<file path="config.mk">
export PLATFORM = sky130hd
export DESIGN_NAME = voxel_stream_loader
export DESIGN_NICKNAME = d
export VERILOG_FILES = /design/src/rtl/voxel_stream_loader.sv
export SDC_FILE = /design/constraint.sdc
export NUM_CORES = 1
export LEC_CHECK = 0
export CORE_AREA = 2 2 105 66
export CTS_CLUSTER_SIZE = 14
export DETAILED_ROUTE_END_ITERATION = 8
export DIE_AREA = 0 0 107 68
export HOLD_SLACK_MARGIN = 0.02
export PLACE_DENSITY = 0.79
export SYNTH_ARGS = -nofsm -noshare
export SYNTH_HDL_FRONTEND = slang
export SYNTH_SLANG_ARGS = --single-unit
</file>
<file path="constraint.sdc">
create_clock -name clk_in -period 2.75 [get_ports clk_in]
set_input_delay 0.55 -clock clk_in [delete_from_list [all_inputs] [get_ports clk_in]]
set_output_delay 0.55 -clock clk_in [all_outputs]
set_load 0.05 [all_outputs]
</file>
<file path="src/rtl/voxel_stream_loader.sv">
// Frames a UART byte stream on a sync marker and writes block types across a
// LENGTH x WIDTH x HEIGHT volume in x-fastest scan order. Optional VOXEL_LOADER_RLE_EN adds run-length expansion.
module voxel_stream_loader #(
    parameter int unsigned LENGTH         = 64,
    parameter int unsigned WIDTH          = 64,
    parameter int unsigned HEIGHT         = 16,
    parameter int unsigned BLOCK_BITS     = 5,
    parameter logic [7:0]  SYNC_BYTE      = 8'hA5,
    parameter int unsigned TIMEOUT_CYCLES = 1_000_000
) (
    input  logic                      clk_in,
    input  logic                      rst_in,
    input  logic [7:0]                byte_in,
    input  logic                      byte_valid_in,
    input  logic                      start_in,
    input  logic                      wr_ready_in,
    output logic                      wr_en_out,
    output logic [$clog2(LENGTH)-1:0] wr_x_out,
    output logic [$clog2(WIDTH)-1:0]  wr_y_out,
    output logic [$clog2(HEIGHT)-1:0] wr_z_out,
    output logic [BLOCK_BITS-1:0]     wr_data_out,
    output logic                      loaded_out,
    output logic                      busy_out,
    output logic                      error_out
);

    localparam int unsigned X_W = $clog2(LENGTH);
    localparam int unsigned Y_W = $clog2(WIDTH);
    localparam int unsigned Z_W = $clog2(HEIGHT);
    localparam int unsigned T_W = $clog2(TIMEOUT_CYCLES + 1);
`ifdef VOXEL_LOADER_RLE_EN
    localparam int unsigned RUN_W = 8 - BLOCK_BITS;
    localparam int unsigned BUF_W = 8;
`else
    localparam int unsigned BUF_W = BLOCK_BITS;
`endif

    typedef enum logic [1:0] {ST_SYNC, ST_LOAD, ST_DONE, ST_ERROR} state_t;

    state_t           state;
    logic             buf_valid;
    logic [BUF_W-1:0] buf_byte;
    logic [T_W-1:0]   tmo_cnt;
`ifdef VOXEL_LOADER_RLE_EN
    logic [RUN_W-1:0] run_cnt;
`endif

    logic             accept;
    logic             x_last;
    logic             y_last;
    logic             z_last;
    logic             at_last;
    logic [X_W-1:0]   x_nxt;
    logic [Y_W-1:0]   y_nxt;
    logic [Z_W-1:0]   z_nxt;
    logic             load_slot;
    logic             src_valid;
    logic [BUF_W-1:0] src_byte;
    logic             overflow;
    logic             timeout_hit;

    // Handshake, scan-order successor and next-write source selection
    always_comb begin
        accept  = wr_en_out && wr_ready_in;
        x_last  = (wr_x_out == X_W'(LENGTH - 1));
        y_last  = (wr_y_out == Y_W'(WIDTH - 1));
        z_last  = (wr_z_out == Z_W'(HEIGHT - 1));
        at_last = x_last && y_last && z_last;

        x_nxt = x_last ? '0 : wr_x_out + X_W'(1);
        y_nxt = wr_y_out;
        z_nxt = wr_z_out;
        if (x_last) begin
            y_nxt = y_last ? '0 : wr_y_out + Y_W'(1);
            if (y_last) begin
                z_nxt = wr_z_out + Z_W'(1);
            end
        end

`ifdef VOXEL_LOADER_RLE_EN
        load_slot = !wr_en_out || (accept && (run_cnt == '0));
`else
        load_slot = !wr_en_out || accept;
`endif
        // Buffered byte is older than the incoming one, so it goes first
        src_valid   = buf_valid || byte_valid_in;
        src_byte    = buf_valid ? buf_byte : byte_in[BUF_W-1:0];
        overflow    = byte_valid_in && buf_valid && !load_slot;
        timeout_hit = !wr_en_out && !byte_valid_in &&
                      (tmo_cnt == T_W'(TIMEOUT_CYCLES - 1));
    end

    always_ff @(posedge clk_in or posedge rst_in) begin
        if (rst_in) begin
            state       <= ST_SYNC;
            wr_en_out   <= 1'b0;
            wr_x_out    <= '0;
            wr_y_out    <= '0;
            wr_z_out    <= '0;
            wr_data_out <= '0;
            loaded_out  <= 1'b0;
            busy_out    <= 1'b1;
            error_out   <= 1'b0;
            buf_valid   <= 1'b0;
            buf_byte    <= '0;
            tmo_cnt     <= '0;
`ifdef VOXEL_LOADER_RLE_EN
            run_cnt     <= '0;
`endif
        end else if (start_in) begin
            state       <= ST_SYNC;
            wr_en_out   <= 1'b0;
            wr_x_out    <= '0;
            wr_y_out    <= '0;
            wr_z_out    <= '0;
            wr_data_out <= '0;
            loaded_out  <= 1'b0;
            busy_out    <= 1'b1;
            error_out   <= 1'b0;
            buf_valid   <= 1'b0;
            buf_byte    <= '0;
            tmo_cnt     <= '0;
`ifdef VOXEL_LOADER_RLE_EN
            run_cnt     <= '0;
`endif
        end else begin
            case (state)
                ST_SYNC: begin
                    if (byte_valid_in && (byte_in == SYNC_BYTE)) begin
                        state   <= ST_LOAD;
                        tmo_cnt <= '0;
                    end
                end
                ST_LOAD: begin
                    // Idle timer only runs while nothing is waiting on the cache
                    if (byte_valid_in) begin
                        tmo_cnt <= '0;
                    end else if (!wr_en_out) begin
                        tmo_cnt <= tmo_cnt + T_W'(1);
                    end

                    if (accept && at_last) begin
                        state      <= ST_DONE;
                        wr_en_out  <= 1'b0;
                        loaded_out <= 1'b1;
                        busy_out   <= 1'b0;
                        buf_valid  <= 1'b0;
`ifdef VOXEL_LOADER_RLE_EN
                        run_cnt    <= '0;
`endif
                    end else if (overflow || timeout_hit) begin
                        state     <= ST_ERROR;
                        wr_en_out <= 1'b0;
                        error_out <= 1'b1;
                        busy_out  <= 1'b0;
                        buf_valid <= 1'b0;
                    end else begin
                        if (accept) begin
                            wr_x_out <= x_nxt;
                            wr_y_out <= y_nxt;
                            wr_z_out <= z_nxt;
                        end
                        if (load_slot) begin
                            wr_en_out <= src_valid;
                            if (src_valid) begin
                                wr_data_out <= src_byte[BLOCK_BITS-1:0];
`ifdef VOXEL_LOADER_RLE_EN
                                run_cnt     <= src_byte[7:BLOCK_BITS];
`endif
                            end
                            if (buf_valid) begin
                                buf_valid <= byte_valid_in;
                                buf_byte  <= byte_in[BUF_W-1:0];
                            end
                        end else begin
`ifdef VOXEL_LOADER_RLE_EN
                            if (accept) begin
                                run_cnt <= run_cnt - RUN_W'(1);
                            end
`endif
                            if (byte_valid_in) begin
                                buf_valid <= 1'b1;
                                buf_byte  <= byte_in[BUF_W-1:0];
                            end
                        end
                    end
                end
                ST_DONE: begin
                    wr_en_out <= 1'b0;
                end
                ST_ERROR: begin
                    wr_en_out <= 1'b0;
                end
                default: begin
                    state <= ST_SYNC;
                end
            endcase
        end
    end

endmodule
</file>
==> results of run 1 <==
## sequential cells by signal, summed over array words and instances, names as in the netlist
signal / cells
buf_byte: 5
buf_valid: 1
busy_out: 1
error_out: 1
loaded_out: 1
state: 2
tmo_cnt: 20
wr_data_out: 5
wr_en_out: 1
wr_x_out: 6
wr_y_out: 6
wr_z_out: 4
## Yosys cell counts, drive strengths merged, types with 3 or more instances
master / instances
o21ai: 28
o211ai: 3
buf: 5
nor2b: 3
nand3b: 3
dfrtp: 52
and2: 3
clkbuf: 9
o31ai: 7
nand3: 19
nand2b: 13
or3: 12
ha: 4
a21oi: 28
or4: 4
nor4: 8
nand2: 25
nand4: 9
nor2: 33
inv: 10
xor2: 6
a31oi: 3
a211oi: 5
nor3: 9
and3: 6
a21o: 3
mux2i: 9
## routing by layer
layer  part of all wire, %  vias to the layer above  GRT usage [%]
met3                   8.5                       10          4.095
li1                      -                     1333              -
met1                    49                     1360          33.53
met5                     0                        -              0
met2                    41                      147          32.09
met4                   1.1                        0          4.221
## per-stage QoR
stage          cell area, um^2  cells  hold WS [ps]  total power, mW
2_1_floorplan             3078    341         469.8           0.8405
4_1_cts                   3706    467         528.6            1.489
6_report                  3706    467         525.1            1.489
3_5_place_dp              3572    459         514.6           0.8824
3_3_place_gp              3572    459         499.4           0.8820
5_1_grt                   3706    467         539.1            1.542
## critical path: stages, from the launching register on
cell      delay [ps]
dfrtp_1          440
ha_1             230
and3_1           190
nand3_1          350
nor3_2           180
nor4_2           590
a211oi_1         170
## layout make-up
class | count | area share, %
clock buffers | 5 | 1.857
clock inverters | 3 | 1.756
inverters | 10 | 1.013
multi-input cells | 264 | 44.67
flip-flops and latches | 53 | 35.82
well taps | 87 | 2.937
repair buffers | 45 | 11.95
## report_power, final
| group | switching (mW) | internal [mW] | total [mW] |
|---|---|---|---|
| logic | 0.0526 | 0.0352 | 0.0878 |
| registers | 0.000331 | 0.779 | 0.779 |
| clock network | 0.261 | 0.362 | 0.622 |
## cells in the final DEF, fill, tap and decap left out, types with 3 or more instances in the layout
cell             count
a211oi_1             5
inv_1                9
nor2_1              33
mux2i_1              9
a21oi_1             28
nand2_1             25
clkdlybuf4s50_1     37
nand2b_1            12
and2_1               3
nand4_1              9
o21ai_0             28
dfrtp_1             52
nor4_2               3
and3_1               6
buf_4                7
nand3_1             18
clkbuf_8             5
nor3_1               7
or3_1               12
ha_1                 4
nor4_1               4
o31ai_1              4
a31oi_1              3
or4_1                4
a21o_1               3
xor2_1               6
nor2b_1              3
o211ai_1             3
## kinds of logic after synthesis
| group | count (synthesis) |
|---|---|
| AND/OR/NAND/NOR | 152 |
| AO/OA/AOI/OAI | 90 |
| flip-flops | 53 |
| buffers and inverters | 24 |
| multiplexers | 10 |
| XOR/XNOR | 8 |
| adder cells (fa/ha/maj) | 4 |
## worst max-delay path by stage
stage	start	to	slack, ps	cells past startpoint
2_1_floorplan	wr_x_out[0]	wr_data_out[0]	520	7
4_1_cts	wr_en_out	wr_en_out	460	1
3_5_place_dp	byte_valid_in	tmo_cnt[17]	220	6
6_report	wr_y_out[0]	wr_data_out[3]	440	6
3_3_place_gp	byte_valid_in	tmo_cnt[19]	330	6
5_1_grt	wr_y_out[0]	wr_data_out[2]	270	6
==> metrics.cfg, run 1 <==
[synthesis]
synth_fa_ha_area_share_pct=1.626
synth_area_um2=3078
synthTopCellsByArea=dfrtp_1 42%, a21oi_1 4.6%, o21ai_0 4.6%
synth_edf_count=0
synthArstFlopShare_pct=100.0
syn_area_per_cell_um2=9.026
synth_top_family_by_area=simple AND/OR/NAND/NOR gates
ys_seq_elements=53
synth_flop_cell=dfrtp_1
yosysSeqAreaShare_pct=43.13
ys_warn_count=0
synth_xor_area_share_pct=2.276
syn_inst=341
yosys.cell_types.count=55
synth_top_area_share_pct=42.28
synthesis.nets=358
synthSimpleGateAreaFrac_pct=28.25
synth_mux_area_share_pct=3.293
synth_top_area_cell=dfrtp_1
synth_compound_area_share_pct=18.33

[timing]
final.setup.tns_ps=0
fin_crit_sh_pct=83.83
hold_viol=0
fmax_ghz=0.4338
finalSetupViolCount=0
fin_ws_ps=444.8
relSlewSlack_pct=58.63
tightest_slew_ps=617.7
period_minus_slack_ps=2305
slew_violations=0
rsz0062_at_grt=false
skew_ps=6.991

[worst_hold_path]
hold_end=busy_out
whs_path_depth=1
min_path_type=reg -> reg
hold_start=busy_out

[final_layout]
seqCellArea_um2=1328
syn_to_final_growth_pct=20.41
antenna-diode-count=0
nFillCells=534
fin_util_pct=57.75
drive_gt1_share_pct=8.684
multiInputGateArea_um2=1655
nets=396

[drt]
antenna_left=0
drtIter0Drc=261
first_pass_iters=5
drc_errors=0
routed_wl_um=7528
wl_per_cell_um=16.12
routed_via_density=6.103
via_count=2850

[cts]
post_cts.repair.setup_buffers=0
cts_buffer_depth=2
cts_resized=0
cts_root_buf=clkbuf_8
cts.sinks=53
cts_hold_buf=0
clock_latency_ps=310
clkSlewWorstSetupHoldPaths_ps=90
cts_tree=built
cts_buffers=5
cts.htree.levels=2

[placement]
routabilityCongestion=0.8976
dp_hpwl_um=5462
numPortBuffers=37
dpl_worst_slack_ps=223.9

[floorplanning]
initial_utilization_pct=47.96
die_area_um2=7276
die_y_um=68
pin_count=38
chipWidth_um=107
core_area_um2=6417
num_rows=23

[critical_path]
cp_max_fo=10
reg2reg_from=wr_y_out[0]
crit_type=reg -> reg
cp-start-kind=flip-flop
r2r_end=wr_data_out[3]
arrival_ps=2470
rr_worst_depth=6
cp.required_ps=2910
rrSetupSlack_ps=440
endpoint_kind=flip-flop

[power]
power.leakage_nw=1.484
powerDensity_nw_per_um2=401.9
peakVddDrop_mv=0.2862

[global_route]
grt_pass1_wl_um=12580
grt_overflow=0
grtUsageTotal_pct=21.82
grt_pass1_vias=2566
grt_max_degree=38
antenna_found_initial=0

[status]
status=finished, final reports clean

[job]
maxCapViolations=0

No activity file was read; power rests on OpenSTA's default activity.
==> inputs of run 2 (changes only) <==
--- a/config.mk
+++ b/config.mk
@@ -10,7 +10,7 @@
 export DETAILED_ROUTE_END_ITERATION = 8
 export DIE_AREA = 0 0 107 68
 export HOLD_SLACK_MARGIN = 0.02
-export PLACE_DENSITY = 0.79
+export PLACE_DENSITY = 0.81
 export SYNTH_ARGS = -nofsm -noshare
 export SYNTH_HDL_FRONTEND = slang
 export SYNTH_SLANG_ARGS = --single-unit
==> constraint.sdc (replaced) <==
create_clock -name clk_in -period 2.11 [get_ports clk_in]
set_input_delay 0.422 -clock clk_in [delete_from_list [all_inputs] [get_ports clk_in]]
set_output_delay 0.422 -clock clk_in [all_outputs]
set_load 0.05 [all_outputs]
==> run 2 against run 1 <==
Clock skew up 1.1 ps. Die area stayed put. Cell count up 8.6%. Largest power group unchanged.
==> metrics.cfg, run 2 (synthesis results as in run 1) <==
[critical_path]
endpoint_kind=flip-flop  ; unchanged
r2r_end=wr_x_out[5]  ; was wr_data_out[3]
cp_max_fo=7  ; was 10
arrival_ps=2310  ; was 2470 ps
reg2reg_from=wr_z_out[0]  ; was wr_y_out[0]
crit_type=in -> reg  ; was reg -> reg
setup.worst_path.end=tmo_cnt[19]  ; was wr_data_out[3]
critPathLaunch=byte_in[4]  ; was wr_y_out[0]
cp-start-kind=input pin  ; was flip-flop
rrSetupSlack_ps=120  ; was 440 ps
cp.required_ps=2350  ; was 2910 ps
rr_worst_depth=7  ; was 6

[job]
maxCapViolations=0  ; unchanged

[drt]
first_pass_iters=5  ; unchanged
wl_per_cell_um=16.50  ; was 16.12 um
routed_via_density=5.866  ; was 6.103
routed_wl_um=8368  ; was 7528 um
drc_errors=0  ; unchanged
via_count=2974  ; was 2850
antenna_left=0  ; unchanged
drtIter0Drc=208  ; was 261

[global_route]
grtUsageTotal_pct=23.92  ; was 21.82%
grt_max_degree=54  ; was 38
grt.met1_usage_pct=35.49  ; was 33.53%
top_usage_layer=met2  ; was met1
use_met3_pct=4.000  ; was 4.095%
met2_usage_pct=37.34  ; was 32.09%
grt_pass1_wl_um=13660  ; was 12580 um
grt_pass1_vias=2760  ; was 2566
grt_overflow=0  ; unchanged
antenna_found_initial=0  ; unchanged

[power]
power.share.clock_pct=41.4  ; was 41.8%
power.leakage_nw=1.708  ; was 1.484 nW
peakVddDrop_mv=0.2691  ; was 0.2862 mV
power.switching_mw=0.4155  ; was 0.3137 mW
sw_frac_of_total_pct=21.19  ; was 21.06%
power_mw=1.961  ; was 1.489 mW
p_seq_share_pct=51.8  ; was 52.3%
p_comb_share_pct=6.8  ; was 5.9%
intPower_mw=1.545  ; was 1.176 mW
powerDensity_nw_per_um2=483.8  ; was 401.9 nW/um^2

[worst_hold_path]
min_path_type=in -> async  ; was reg -> reg

[placement]
dp_cells=495  ; was 459
dp_hpwl_um=6133  ; was 5462 um
numPortBuffers=37  ; unchanged
routabilityCongestion=0.9013  ; was 0.8976

[timing]
rsz0062_at_grt=true  ; was false
slew_violations=0  ; unchanged
hold_viol=0  ; unchanged
fin_crit_sh_pct=98.14
period_minus_slack_ps=2071
skew_ps=8.119  ; was 6.991 ps
finalSetupViolCount=0  ; unchanged
whs_ps=465.5  ; was 525.1 ps
tightest_slew_ps=528.4  ; was 617.7 ps
fmax_ghz=0.4829
relSlewSlack_pct=64.71  ; was 58.63%

[cts]
cts_root_buf=clkbuf_8  ; unchanged
clock_latency_ps=310  ; about the same
cts.sinks=53  ; unchanged
cts_buffer_depth=2  ; unchanged
cts_hold_buf=0  ; unchanged
cts_tree=built  ; unchanged
clkSlewWorstSetupHoldPaths_ps=100  ; was 90 ps
cts_buffers=5  ; unchanged
cts.htree.levels=2  ; unchanged

[final_layout]
reg_top3=tmo_cnt: 20 flops, wr_x_out: 6 flops, wr_y_out: 6 flops  ; unchanged
instances_no_fill=507  ; was 467
layout_commonest_cell=buf_4  ; was dfrtp_1
antenna-diode-count=0  ; unchanged
drive_gt1_share_pct=20.95  ; was 8.684%
nFillCells=523  ; was 534
largest_reg_flops=20  ; unchanged
syn_to_final_growth_pct=31.67  ; was 20.41%
final_cell_mix=49 x buf_4, 46 x dfrtp_1, 33 x nor2_1, 33 x clkdlybuf4s50_1, 27 x o21ai_0  ; was 52 x dfrtp_1, 37 x clkdlybuf4s50_1, 33 x nor2_1
top_register=tmo_cnt  ; unchanged
nets=436  ; was 396

[floorplanning]
num_rows=23  ; unchanged
die_y_um=68  ; unchanged
pin_count=38  ; unchanged
chipWidth_um=107  ; unchanged
initial_utilization_pct=47.96  ; unchanged
die_area_um2=7276  ; unchanged
core_area_um2=6417  ; unchanged

[status]
status=finished, final reports clean  ; unchanged

-- run 2: cell count changes in the layout (fill, tap and decap cells not counted), moves of 2 or more --
| cell | previous run | this run |
|---|---|---|
| a21oi_2 | 0 | 2 |
| or2_4 | 0 | 2 |
| dlymetal6s2s_1 | 0 | 2 |
| a21oi_1 | 28 | 26 |
| nand3_1 | 18 | 16 |
| dfrtp_1 | 52 | 46 |
| dfrtp_2 | 0 | 6 |
| clkdlybuf4s50_1 | 37 | 33 |
| buf_4 | 7 | 49 |
-- run 2: critical path, stage by stage --
cell	delay, ps
clkdlybuf4s50_1	420
nand3b_1	280
o31ai_4	320
nand4_1	290
or3_1	450
a21oi_2	130
-- run 2: how the worst min path moves through the flow --
stage	from	end	slack [ps]	cells past startpoint
2_1_floorplan	tmo_cnt[14]	tmo_cnt[14]	470	1
3_3_place_gp	error_out	error_out	500	2
3_5_place_dp	busy_out	busy_out	510	1
4_1_cts	rst_in	tmo_cnt[2]	490	3
5_1_grt	rst_in	wr_z_out[2]	500	3
6_report	rst_in	wr_x_out[3]	470	3
-- run 2: layout make-up --
class / count / area (um^2) / area share [%]
multi-input cells: 264 / 1694 / 41.80
clock buffers: 5 / 68.82 / 1.698
clock inverters: 3 / 65.06 / 1.605
flip-flops and latches: 53 / 1335 / 32.94
repair buffers: 85 / 743.2 / 18.34
inverters: 10 / 37.54 / 0.9262
well taps: 87 / 108.9 / 2.686
-- run 2: layer usage --
metal	wire length (um)	vias up
li1	-	1410
met4	68	0
met3	440	8
met1	4135	1460
met2	3724	96
met5	0	-
-- run 2: power by group through the flow --
stage | logic (mW) | clock network, mW | registers, mW
floorplan | 0.0594 | 0 | 1.04
global placement | 0.130 | 0 | 1.04
detailed placement | 0.132 | 0 | 1.04
CTS | 0.133 | 0.819 | 1.02
global route | 0.145 | 0.873 | 1.02
finish | 0.133 | 0.812 | 1.02
-- run 2: what timing repair did --
action / 4_1_cts / 5_1_grt
gates resized for setup: 1 / 11
pin swaps: 0 / 4
endpoints found under the setup margin: 1 / 20
buffers inserted: 0 / 4
-- run 2: per-stage QoR --
| step | utilization, % | setup TNS, ps | area, um^2 | worst slack [ps] |
|---|---|---|---|---|
| after global placement | 59.91 | -1324 | 3845 | -128.7 |
| after floorplan | - | 0 | 3085 | 10.73 |
| after detailed placement | 59.91 | -3101 | 3845 | -255.5 |
| final | 63.15 | 0 | 4053 | 39.26 |
| after global routing | 63.15 | -20.18 | 4053 | -20.18 |
| after CTS | 62.08 | 0 | 3984 | 49.68 |
==> inputs of run 3 (changes only) <==
--- a/config.mk
+++ b/config.mk
@@ -9,7 +9,6 @@
 export CTS_CLUSTER_SIZE = 14
 export DETAILED_ROUTE_END_ITERATION = 8
 export DIE_AREA = 0 0 107 68
-export HOLD_SLACK_MARGIN = 0.02
 export PLACE_DENSITY = 0.81
 export SYNTH_ARGS = -nofsm -noshare
 export SYNTH_HDL_FRONTEND = slang
==> results of run 3 <==
Same layout as run 2: the final DEF is identical, and so are final timing and power.
